[src/rtl/mtr_pkg.sv]
// Shared types and helpers for the motor duty scheduler.
package mtr_pkg;

  typedef enum logic [1:0] {
    IDLE  = 2'd0,
    RUN   = 2'd1,
    FAULT = 2'd2
  } mtr_state_t;

  localparam logic [10:0] DUTY_MID = 11'h400;

  // Clamp a signed speed to +/-max and re-centre it on DUTY_MID (offset binary).
  function automatic logic [10:0] sat_to_duty(input logic signed [11:0] spd, input int max);
    int s;
    s = int'(spd);
    if (s > max) s = max;
    else if (s < -max) s = -max;
    return 11'(s + int'(DUTY_MID));
  endfunction

endpackage

[src/rtl/duty_slew.sv]
// One duty register: forced to mid-scale or stepped toward its target on synch.
// Slew limiting is compiled in with MTR_SLEW_LIMIT_EN; otherwise the target is taken directly.
module duty_slew
  import mtr_pkg::*;
(
  input  logic        clk,
  input  logic        rst_n,
  input  logic        synch,
  input  logic        force_mid,
  input  logic [10:0] target,
  input  logic [10:0] step,
  output logic [10:0] duty
);

  logic [10:0] duty_nxt;

`ifdef MTR_SLEW_LIMIT_EN
  logic        up;
  logic [10:0] gap;
  logic [10:0] move;

  assign up   = (target >= duty);
  assign gap  = up ? (target - duty) : (duty - target);
  assign move = (gap > step) ? step : gap;
  assign duty_nxt = up ? (duty + move) : (duty - move);
`else
  logic unused_step;

  assign unused_step = ^step;
  assign duty_nxt    = target;
`endif

  always_ff @(posedge clk or negedge rst_n) begin
    if (!rst_n) begin
      duty <= DUTY_MID;
    end else if (force_mid) begin
      duty <= DUTY_MID;
    end else if (synch) begin
      duty <= duty_nxt;
    end
  end

endmodule

[src/rtl/mtr_duty_sched.sv]
// Converts speed commands to PWM duties applied on PWM_synch and supervises over-current.
// Optional slew limiting of the duty updates is enabled by defining MTR_SLEW_LIMIT_EN.
module mtr_duty_sched
  import mtr_pkg::*;
#(
  parameter int MAX_SPD       = 900,
  parameter int SLEW_STEP     = 64,
  parameter int FAULT_PERIODS = 8
) (
  input  logic               clk,
  input  logic               rst_n,
  input  logic               en,
  input  logic signed [11:0] lft_spd,
  input  logic signed [11:0] rght_spd,
  input  logic               spd_vld,
  output logic               spd_rdy,
  input  logic               PWM_synch,
  input  logic               OVR_I_blank_n,
  input  logic               OVR_I_lft,
  input  logic               OVR_I_rght,
  input  logic               clr_fault,
  output logic [10:0]        lft_duty,
  output logic [10:0]        rght_duty,
  output logic               OVR_I_shtdwn
);

  localparam int CNT_W = $clog2(FAULT_PERIODS + 1);

  mtr_state_t       state, state_nxt;
  logic [10:0]      lft_tgt, rght_tgt;
  logic             period_flag;
  logic [CNT_W-1:0] oc_cnt, cnt_nxt;
  logic             sample, hit, trip, accept;
  logic             force_mid, run_synch;

  assign sample = (OVR_I_lft | OVR_I_rght) & OVR_I_blank_n;
  assign hit    = period_flag | sample;
  assign accept = spd_vld & spd_rdy;

  always_comb begin
    cnt_nxt = '0;
    if (hit) begin
      cnt_nxt = (oc_cnt < CNT_W'(FAULT_PERIODS)) ? oc_cnt + 1'b1 : oc_cnt;
    end
  end

  assign trip = (state == RUN) & PWM_synch & hit & (cnt_nxt == CNT_W'(FAULT_PERIODS));

  always_comb begin
    state_nxt = state;
    case (state)
      IDLE:    if (en) state_nxt = RUN;
      RUN: begin
        if (trip)     state_nxt = FAULT;
        else if (!en) state_nxt = IDLE;
      end
      FAULT:   if (clr_fault) state_nxt = IDLE;
      default: state_nxt = IDLE;
    endcase
  end

  always_ff @(posedge clk or negedge rst_n) begin
    if (!rst_n) begin
      state        <= IDLE;
      spd_rdy      <= 1'b0;
      OVR_I_shtdwn <= 1'b0;
    end else begin
      state        <= state_nxt;
      spd_rdy      <= (state_nxt == RUN);
      OVR_I_shtdwn <= (state_nxt == FAULT);
    end
  end

  // The flag gathers events across the period; the synch cycle's own sample counts too.
  always_ff @(posedge clk or negedge rst_n) begin
    if (!rst_n) begin
      period_flag <= 1'b0;
      oc_cnt      <= '0;
    end else if (state != RUN) begin
      period_flag <= 1'b0;
      oc_cnt      <= '0;
    end else if (PWM_synch) begin
      period_flag <= 1'b0;
      oc_cnt      <= cnt_nxt;
    end else begin
      period_flag <= hit;
    end
  end

  always_ff @(posedge clk or negedge rst_n) begin
    if (!rst_n) begin
      lft_tgt  <= DUTY_MID;
      rght_tgt <= DUTY_MID;
    end else if ((state == RUN) && (state_nxt == IDLE)) begin
      lft_tgt  <= DUTY_MID;
      rght_tgt <= DUTY_MID;
    end else if (accept) begin
      lft_tgt  <= sat_to_duty(lft_spd, MAX_SPD);
      rght_tgt <= sat_to_duty(rght_spd, MAX_SPD);
    end
  end

  // Fault forcing is immediate (including the tripping synch); idle forcing waits for synch.
  assign force_mid = (state_nxt == FAULT) | (state == FAULT) | ((state == IDLE) & PWM_synch);
  assign run_synch = PWM_synch & (state == RUN);

  duty_slew u_slew_lft (
    .clk       (clk),
    .rst_n     (rst_n),
    .synch     (run_synch),
    .force_mid (force_mid),
    .target    (lft_tgt),
    .step      (11'(SLEW_STEP)),
    .duty      (lft_duty)
  );

  duty_slew u_slew_rght (
    .clk       (clk),
    .rst_n     (rst_n),
    .synch     (run_synch),
    .force_mid (force_mid),
    .target    (rght_tgt),
    .step      (11'(SLEW_STEP)),
    .duty      (rght_duty)
  );

endmodule

[config.mk]
export PLATFORM = sky130hd
export DESIGN_NAME = mtr_duty_sched
export DESIGN_NICKNAME = d
export VERILOG_FILES = /design/src/rtl/mtr_pkg.sv /design/src/rtl/duty_slew.sv /design/src/rtl/mtr_duty_sched.sv
export SDC_FILE = /design/constraint.sdc
export NUM_CORES = 1
export LEC_CHECK = 0
export BUFFER_PORTS_ARGS = -buffer_cell sky130_fd_sc_hd__buf_2
export CAP_MARGIN = 20
export CELL_PAD_IN_SITES_DETAIL_PLACEMENT = 1
export CELL_PAD_IN_SITES_GLOBAL_PLACEMENT = 2
export CORE_MARGIN = 4
export CORE_UTILIZATION = 34
export CTS_CLUSTER_DIAMETER = 150
export DETAILED_ROUTE_END_ITERATION = 16
export PLACE_DENSITY = 0.79
export SLEW_MARGIN = 20
export SYNTH_ARGS = -nofsm -noshare
export SYNTH_HDL_FRONTEND = slang
export SYNTH_SLANG_ARGS = --single-unit
[constraint.sdc]
create_clock -name clk -period 3.83 [get_ports clk]
set_clock_uncertainty 0.15 [all_clocks]
set_input_delay 0.766 -clock clk [delete_from_list [all_inputs] [get_ports clk]]
set_output_delay 0.766 -clock clk [all_outputs]
set_load 0.02 [all_outputs]
After elaboration in Yosys (flattened, before gate mapping)
Cells that the tools add are included.
Operators by class
  bitwise operators: 10
  reductions and logical operators: 6
  add/sub/neg operators: 3
  order comparisons: 5
  equal/unequal tests: 6
  multiplexer cells: 27
Operator list (count)
  $mux W11: 16
  $gt A12 B11 Y1 const B: 2
  $lt A12 B11 Y1 const B: 2
  $add A11 B11 Y11 const B: 2
  $mux W4: 4
  $mux W2: 4
  $and A1 B1 Y1: 6
  $pmux W2 S3: 1
  $reduce_bool A2 Y1: 3
  $add A4 B1 Y4 const B: 1
  $eq A2 B1 Y1 const B: 2
  $eq A2 B2 Y1 const B: 2
  $eq A4 B4 Y1 const B: 1
  $logic_not A2 Y1: 2
  $lt A4 B4 Y1 const B: 1
  $or A1 B1 Y1: 4
  $mux W1: 2
  $ne A2 B1 Y1 const B: 1
  $logic_and A1 B1 Y1: 1
Storage, ports and cells
  word-level logic and storage cells: 66
  bits in registers: 53
  output and inout port bits: 24
  input bits: 33

Depth between registers and ports, before layout
Gate-level depths: netlist of the first run.
  depth after elaboration: 14
  mapped depth: 7

By module
Synthesis of the first run repeated with hierarchy kept, for this count alone.
Second synthesis, totals
  cells, all modules: 232
  area, all modules: 2446.1 um2
By module, submodules not included
  mtr_duty_sched: cells each 162, area an instance 1552.7 um2, instances 1
  duty_slew: cells each 35, area an instance 446.7 um2, instances 2

Least setup slack after synthesis of the first run
OpenSTA, ideal clock, no wires.
  path kind: flip-flop to flip-flop
  start point: register oc_cnt[0]
  end point: register u_slew_lft.duty[0]
  path slack: 1.857 ns
  setup time: 0.120 ns
  buffers on the path: 1
  stages on the path, launching flop included: 8
  arrival time: 1.702 ns
  cell sequence: dfrtp_1 ha_1 nor2_1 a31oi_1 or3_4 a21oi_4 buf_6 a21oi_1
Between the ends
  word-level cells in the longest chain between the ends: 11
Ends and longest elaborated chain
  start: declaration: line mtr_duty_sched.sv:32  | logic [CNT_W-1:0] oc_cnt, cnt_nxt;
  start signal: assignment: line mtr_duty_sched.sv:84  | oc_cnt <= cnt_nxt;
  $add A4 B1 Y4 / $lt A4 B4 Y1 (equally long branches): line mtr_duty_sched.sv:43  | cnt_nxt = (oc_cnt < CNT_W'(FAULT_PERIODS)) ? oc_cnt + 1'b1 : oc_cnt;
  $mux W4 (*): line mtr_duty_sched.sv:43
  $mux W4 (*): line mtr_duty_sched.sv:42  | if (hit) begin
  $eq A4 B4 Y1 (*): line mtr_duty_sched.sv:47  | assign trip = (state == RUN) & PWM_synch & hit & (cnt_nxt == CNT_W'(FAULT_PERIODS));
  $and A1 B1 Y1 (*): line mtr_duty_sched.sv:47
  $mux W2 (*): line mtr_duty_sched.sv:54  | if (trip) state_nxt = FAULT;
  $pmux W2 S3 (*): line mtr_duty_sched.sv:51  | case (state)
  $eq A2 B2 Y1 (*): line mtr_duty_sched.sv:104  | assign force_mid = (state_nxt == FAULT) | (state == FAULT) | ((state == IDLE) & PWM_synch);
  $or A1 B1 Y1 (*) (2 in a row): line mtr_duty_sched.sv:104
  $mux W11 / $reduce_bool A2 Y1 (equally long branches)
  end signal: assignment: line duty_slew.sv:39  | duty <= duty_nxt;
  end: declaration: line duty_slew.sv:12  | output logic [10:0] duty
Mark *: on every way between the ends. The rest lies on a longest branch, timed or not.
A chain may end at the register's enable or synchronous reset.

Final worst setup path of the first run
  start point: register oc_cnt[0]
  end point: register u_slew_lft.duty[10]
Same word-level chain as after synthesis.

==> metrics.cfg, run 1 <==
[grt]
first_global_vias=2067
grt_pass1_wl_mm=10.5
grt_use_total_pct=15.3
grt_max_degree=29
gr-total-overflow=0
antenna_found_initial=0

[synth]
synth_edf_count=0
synthSimpleGateAreaFrac_pct=21.9
synth_fp_nets=294
yosysUniqueCellTypes=40
syn_area_um2=2420
synth_mux_area_share_pct=0.465
seq_area_frac_synth_pct=54.9
synth.area.top_cells=dfrtp_1 (51%), nand2_1 (8.4%), a21oi_1 (6.8%)
synth_top_area_share_pct=50.6
netlist_top_cells_count=nand2_1 (54), dfrtp_1 (49), a21oi_1 (33)
synth_top_family_by_area=simple AND/OR/NAND/NOR gates
avgSynthCellArea_um2=9.32
ys_async_sr_fraction_pct=100
synth-xor-area-share_pct=0.723
ys_ff_latch=53
synth_fa_ha_area_share_pct=0.516
syn_inst=260
ys.warnings.count=0
ys.flop_type=dfrtp_1
synth_compound_area_share_pct=17.9
post-synth-top-count-cell=nand2_1
synth_top_area_cell=dfrtp_1

[power]
power_frac_comb_pct=15.1
p_clk_share_pct=34.7
vdd_drop_max_uv=162
p_switching_mw=0.339
swShare_pct=26.5
power.density_nw_per_um2=439
intPower_mw=0.941
finalPower_mw=1.28
p_seq_share_pct=50.2
p_leak_nw=1.36

[place]
place.gp.congestion=0.801
dpl.hpwl_mm=4.56
io_buffer_count=56

[layout]
num_antenna_cells=0
syn_to_final_growth_pct=20.1
drive_above_1_share_pct=23.9
finalNetCount=347
nFillCells=829

[floorplanning]
num_rows=30
core_area_um2=6870
die_area_um2=8540
fp.dieH_um=92.4
dieWidth_um=92.4
ioPinCount=57
initial_core_util_pct=35.3

[sta]
slew_viol_final=0
setup_violations=0
finalHoldViolations=0
rsz0062_at_grt=false
min_period_ns=2.42
post-route-period-util_pct=63.1
worst_slew_pin_slew_ns=0.885
setup_tns_ns=0
max_slew_margin_pct=40.9
fmax_mhz=414

[route]
ant_nets=0
drc=0
viasPerCell=4.99
drtIter0Drc=96
drt-total-wl_mm=6.32
vias=2047
first_pass_iters=4
wl_per_cell_um=15.4

[critical_path]
cp_data_required_time_ns=3.92
start_kind=flip-flop
cp-startpoint=oc_cnt[0]
crit_arrival_ns=2.51
cp_max_fo=22
critPathBufInv=0
cp_cell_sequence=ha_1 > nor2_1 > a31oi_1 > or3_4 > a21oi_4 > nand3b_1
r2r_slack_ns=1.41
cpPeakStageDelay_ns=0.55
crit_slowest_cell=a21oi_4
r2r_start=oc_cnt[0]
critPathKind=flip-flop to flip-flop
crit_path_end_kind=flip-flop
critPathTopFamily=simple AND/OR/NAND/NOR gates

[clock_tree]
clkTransAtPathRegs_ns=0.10
clockBufferDepth=2
cts.sinks=53
cts_root_buffer=clkbuf_8
cts_tree=built
cts.repair.resized=0
h-tree-depth=2
cts_setup_buffers=0
clock_latency_ns=0.30
cts_made_buffers=5
cts_hold_buf=0

[status]
outcome=complete, no violations

[min_path]
hold_path.class=input port to async pin

[job]
drv_cap=0

[cell families after synthesis]
group | Yosys count
AO/OA/AOI/OAI | 67
flip-flops | 53
multiplexers | 1
buffers and inverters | 18
XOR/XNOR | 2
adder cells (fa/ha/maj) | 1
AND/OR/NAND/NOR | 118
[final timing paths]
check                                            end  cells after the start
worst max-delay path             u_slew_lft.duty[10]                      6
worst max register to register   u_slew_lft.duty[10]                      6
worst min-delay path                       oc_cnt[0]                      1
min in group clk                u_slew_rght.duty[10]                      2
max in group asynchronous       u_slew_rght.duty[10]                      2
worst min register to register  u_slew_rght.duty[10]                      2
[power by group through the flow]
stage          clock network, mW  logic (mW)  registers [mW]
2_1_floorplan                  0      0.0905           0.672
3_3_place_gp                   0       0.193           0.652
3_5_place_dp                   0       0.195           0.653
4_1_cts                    0.455       0.197           0.642
5_1_grt                    0.476       0.219           0.649
6_report                   0.444       0.193           0.642
[registers in the layout, indices dropped and copies added, names as in the netlist]
| name | flops |
|---|---|
| lft_tgt | 11 |
| u_slew_rght.duty | 11 |
| rght_tgt | 11 |
| OVR_I_shtdwn | 1 |
| state | 2 |
| u_slew_lft.duty | 11 |
| period_flag | 1 |
| oc_cnt | 4 |
| spd_rdy | 1 |
[per-layer routing]
layer | track usage [%] | part of all wire (%) | up-vias
li1 | - | - | 1012
met1 | 23.1 | 52 | 994
met2 | 22.9 | 44 | 35
met3 | 2.52 | 3.1 | 6
met4 | 3.71 | 1.1 | 0
met5 | 0 | 0 | -
[cell usage in the layout (no fill, tap or decap), drive strengths merged, types with 2 or more instances in the layout]
| cell | synthesis | layout |
|---|---|---|
| a211o | 2 | 2 |
| a211oi | 6 | 6 |
| a21oi | 34 | 34 |
| a311o | 2 | 2 |
| a311oi | 2 | 2 |
| a31oi | 2 | 2 |
| a32oi | 4 | 4 |
| and2 | 2 | 2 |
| and3 | 2 | 2 |
| buf | 5 | 59 |
| bufinv | 0 | 2 |
| clkbuf | 8 | 5 |
| dfrtp | 49 | 49 |
| dfstp | 4 | 4 |
| inv | 5 | 5 |
| nand2 | 54 | 54 |
| nand2b | 4 | 4 |
| nand3 | 5 | 5 |
| nand3b | 2 | 2 |
| nor2 | 28 | 28 |
| nor3 | 13 | 13 |
| nor3b | 2 | 2 |
| nor4 | 2 | 2 |
| o211a | 2 | 2 |
| o21ai | 7 | 7 |
| o32ai | 2 | 2 |
| xnor2 | 2 | 2 |
[layout make-up]
class | count | area (um^2) | share of cell area [%]
Inverter | 5 | 18.8 | 0.645
Clock inverter | 3 | 65.1 | 2.23
Clock buffer | 5 | 68.8 | 2.36
Timing Repair Buffer | 59 | 303 | 10.4
Sequential cell | 53 | 1330 | 45.7
Tap cell | 96 | 120 | 4.13
Multi-Input combinational cell | 189 | 1000 | 34.5
[stage by stage]
step / hold WS (ns) / setup slack [ns] / area, um^2 / util, % / instances
CTS: 0.352 / 1.40 / 2910 / 42.4 / 410
floorplan: 0.314 / 1.86 / 2420 / - / 260
global placement: 0.327 / 1.44 / 2780 / 40.4 / 402
finish: 0.339 / 1.41 / 2910 / 42.4 / 410
detailed placement: 0.338 / 1.41 / 2780 / 40.4 / 402
global route: 0.365 / 1.24 / 2910 / 42.4 / 410
No activity file was read; power rests on OpenSTA's default activity.
==> inputs of run 2 (changes only) <==
CORE_UTILIZATION = 32   (was 34)
PLACE_DENSITY = 0.75   (was 0.79)
clock period = 2.25 ns   (was 3.83 ns; I/O delays follow)
==> metrics.cfg, run 2 (same netlist as run 1, synthesis figures left out) <==
[status]
outcome=finished with violations
violations=negative hold slack

[clock_tree]
cts_made_buffers=5
clockBufferDepth=2
clkTransAtPathRegs_ns=0.09
cts_tree=built
cts_hold_buf=0
cts.sinks=53
cts_root_buffer=clkbuf_8
h-tree-depth=2
clock_latency_ns=0.30

[power]
power_frac_comb_pct=17.8
p_clk_share_pct=26.2
p_seq_share_pct=56.0
swShare_pct=28.6
intPower_mw=1.40
p_leak_nw=1.39
p_switching_mw=0.562
finalPower_mw=1.96
vdd_drop_max_uv=232
power.density_nw_per_um2=658

[critical_path]
cp_data_required_time_ns=2.29
start_kind=flip-flop
critPathKind=flip-flop to flip-flop
crit_arrival_ns=2.17
cp_max_fo=11
reg2regPathDepth=7
crit_path_end_kind=flip-flop

[sta]
whs_ns=-0.00379
setup_tns_ns=0
slew_viol_final=0
min_period_ns=2.13
post-route-period-util_pct=94.5
worst_slew_pin_slew_ns=0.469
max_slew_margin_pct=68.5
setup_violations=0
finalWorstSetupSlack_ns=0.123
fmax_mhz=470
finalHoldViolations=2
rsz0062_at_grt=false

[place]
pre_cts_slack_ns=0.127
placed_cell_area_um2=2870
io_buffer_count=56
dpl.hpwl_mm=4.84
dp_cells=413
place.gp.congestion=0.742

[grt]
grt_max_degree=28
first_global_vias=2092
gr-total-overflow=0
grt_use_total_pct=15.0
grt_pass1_wl_mm=10.5
antenna_found_initial=0

[route]
wl_per_cell_um=15.0
drc=0
first_pass_iters=4
viasPerCell=4.90
vias=2073
drtIter0Drc=77
drt-total-wl_mm=6.36
ant_nets=0

[layout]
final_util_pct=40.9
num_antenna_cells=0
final_cell_area_um2=2980
drive_above_1_share_pct=25.9
final_cell_mix=buf_2 (56), nand2_1 (54), dfrtp_1 (47)
syn_to_final_growth_pct=23.0
nFillCells=897
finalNetCount=357
final_common_cell=buf_2
layoutNonFillerInstCount=423

[min_path]
hold_path.class=input port to async pin

[floorplanning]
fp.dieH_um=95.0
dieWidth_um=95.0
ioPinCount=57
core_area_um2=7290
die_area_um2=9030
num_rows=31
initial_core_util_pct=33.2

[job]
drv_cap=0

[run 2: cell type report]
type	count	area [um^2]	share of cell area (%)
clock buffer	8	80.1	2.69
inverter	5	18.8	0.629
multi-input combinational	189	1000	33.7
sequential	53	1330	44.7
tap	99	124	4.15
timing repair buffer	69	420	14.1
[run 2: metal layers]
layer	wire length, um	track usage [%]	up-vias
li1	-	-	1033
met2	2860	22.5	44
met1	3200	21.8	990
met5	0	0	-
met3	216	2.68	6
met4	95	4.69	0
[run 2: repair_timing]
item	4_1_cts	5_1_grt
endpoints found under the setup margin	0	11
buffers inserted	0	1
resized for setup	0	2
[run 2: power by group through the flow]
stage | Combinational [mW] | Clock, mW | Sequential (mW)
after CTS | 0.348 | 0.537 | 1.10
final | 0.349 | 0.515 | 1.10
after global placement | 0.341 | 0 | 1.12
after floorplan | 0.154 | 0 | 1.14
after detailed placement | 0.346 | 0 | 1.12
after global routing | 0.394 | 0.577 | 1.11
[run 2: critical path, cell delays in order (launching register included)]
cell and delay, ns:
dfrtp_2 0.44, ha_1 0.22, xnor2_1 0.18, a31oi_1 0.14, or3_4 0.44, a21oi_4 0.20, clkbuf_16 0.20, a21oi_1 0.04
[run 2: worst paths after layout]
| path | endpoint | slack, ns | start |
|---|---|---|---|
| setup / recovery | u_slew_rght.duty[6] | 0.12 | oc_cnt[0] |
| hold / removal | rght_tgt[5] | -0.004 | rst_n |
| setup reg to reg | u_slew_rght.duty[6] | 0.12 | oc_cnt[0] |
| hold reg to reg | u_slew_lft.duty[10] | 0.35 | lft_tgt[10] |
| max in group asynchronous | rght_tgt[10] | 1.64 | rst_n |
| min in group clk | state[1] | 0.20 | clr_fault |
==> inputs of run 3 (changes only) <==
CORE_ASPECT_RATIO = 1.2   (was unset)
==> metrics.cfg, run 3 (same netlist as run 1, synthesis figures left out) <==
[sta]
slew_viol_final=0
setup_tns_ns=0
min_period_ns=2.08
fmax_mhz=480
whs_ns=0.189
finalHoldViolations=0
rsz0062_at_grt=false
post-route-period-util_pct=92.5
max_slew_margin_pct=61.7
worst_slew_pin_slew_ns=0.568
setup_violations=0
finalWorstSetupSlack_ns=0.169

[grt]
antenna_found_initial=0
grt_pass1_wl_mm=10.7
gr-total-overflow=0
first_global_vias=2133
grt_use_total_pct=15.2
grt_max_degree=54

[clock_tree]
clock_latency_ns=0.30
cts.repair.resized=0
cts_tree=built
clockBufferDepth=2
cts_hold_buf=1
cts_root_buffer=clkbuf_8
h-tree-depth=2
cts_made_buffers=5
clkTransAtPathRegs_ns=0.09
cts_setup_buffers=0
cts.sinks=53

[route]
viasPerCell=5.10
drc=0
drt-total-wl_mm=6.39
ant_nets=0
drtIter0Drc=136
vias=2103
wl_per_cell_um=15.5
first_pass_iters=4

[critical_path]
r2r_slack_ns=0.17
crit_path_end_kind=flip-flop
r2r_start=oc_cnt[1]
start_kind=flip-flop
reg2regPathDepth=7
cpPeakStageDelay_ns=0.44
cp_data_required_time_ns=2.35
cp_max_fo=22
cp_cell_sequence=ha_1 > xnor2_1 > a31oi_1 > or3_4 > a21oi_4 > buf_12 > nand3b_1
crit_arrival_ns=2.18
crit_path_end=u_slew_rght.duty[10]
crit_slowest_cell=dfrtp_1
cp-startpoint=oc_cnt[1]
critPathKind=flip-flop to flip-flop
r2r_end=u_slew_rght.duty[10]

[layout]
final_common_cell=buf_2
finalNetCount=355
syn_to_final_growth_pct=21.9
num_antenna_cells=0
final_cell_mix=buf_2 (56), nand2_1 (54), dfrtp_1 (49)
final_cell_area_um2=2950
drive_above_1_share_pct=25.5

[power]
p_leak_nw=1.39
vdd_drop_max_uv=265
power.density_nw_per_um2=677

[place]
dpl.hpwl_mm=4.67
io_buffer_count=56
placed_cell_area_um2=2850
place.gp.congestion=0.776
pre_cts_slack_ns=0.191

[job]
drv_cap=0

[floorplanning]
initial_core_util_pct=33.1
die_area_um2=9040
num_rows=34
dieWidth_um=87.4
fp.dieH_um=103
core_area_um2=7320
ioPinCount=57

[status]
outcome=complete, no violations

[min_path]
hold_path.class=input port to flip-flop

[run 3: cell types whose count changed in the layout (fill, tap and decap cells not counted), sizes merged]
cell         before  now
clkbuf            9    6
buf              68   66
clkinv            0    2
dlygate4sd3       0    1
[run 3: worst max-delay path: cells and delay by family, from the launching register on]
kind | cells | cell delay, ns
AOI/OAI and AO/OA | 2 | 0.30
and+or+nand+nor | 2 | 0.56
adders and majority gates | 1 | 0.22
DFF | 1 | 0.44
xor gates and xnor gates | 1 | 0.16
buffers and inverters | 1 | 0.17
[run 3: cell type report]
class,instances,area [um^2]
clock buffers,6,82.6
clock inverters,2,13.8
fillers,885,4360
inverters,5,18.8
multi-input cells,189,1000
flip-flops and latches,53,1330
well taps,90,113
repair buffers,67,390
[run 3: where the power goes]
part / internal [mW] / leakage, nW / switching (mW)
clock network: 0.250 / 0.0512 / 0.311
registers: 1.04 / 0.687 / 0.0488
logic: 0.132 / 0.652 / 0.215
total: 1.42 / 1.39 / 0.575
[run 3: through the flow]
stage          util [%]  power (mW)  cells
5_1_grt            40.4        2.12    412
3_3_place_gp       38.9        1.45    403
3_5_place_dp       38.9        1.46    403
4_1_cts            40.4        2.04    412
2_1_floorplan         -        1.30    260
6_report           40.4        2.00    412
[run 3: metal layers]
metal / track usage (%) / vias up / routed length [um]
met5: 0 / - / 0
met4: 4.25 / 0 / 52
met3: 2.54 / 4 / 232
met2: 24.8 / 35 / 3050
met1: 21.1 / 1041 / 3050
li1: - / 1023 / -
[run 3: worst min path at each step]
stage | start | endpoint | cells after the start
2_1_floorplan | rst_n | OVR_I_shtdwn | 0
3_3_place_gp | rst_n | u_slew_lft.duty[9] | 2
3_5_place_dp | rst_n | OVR_I_shtdwn | 2
4_1_cts | clr_fault | state[1] | 2
5_1_grt | clr_fault | state[1] | 2
6_report | clr_fault | state[1] | 2
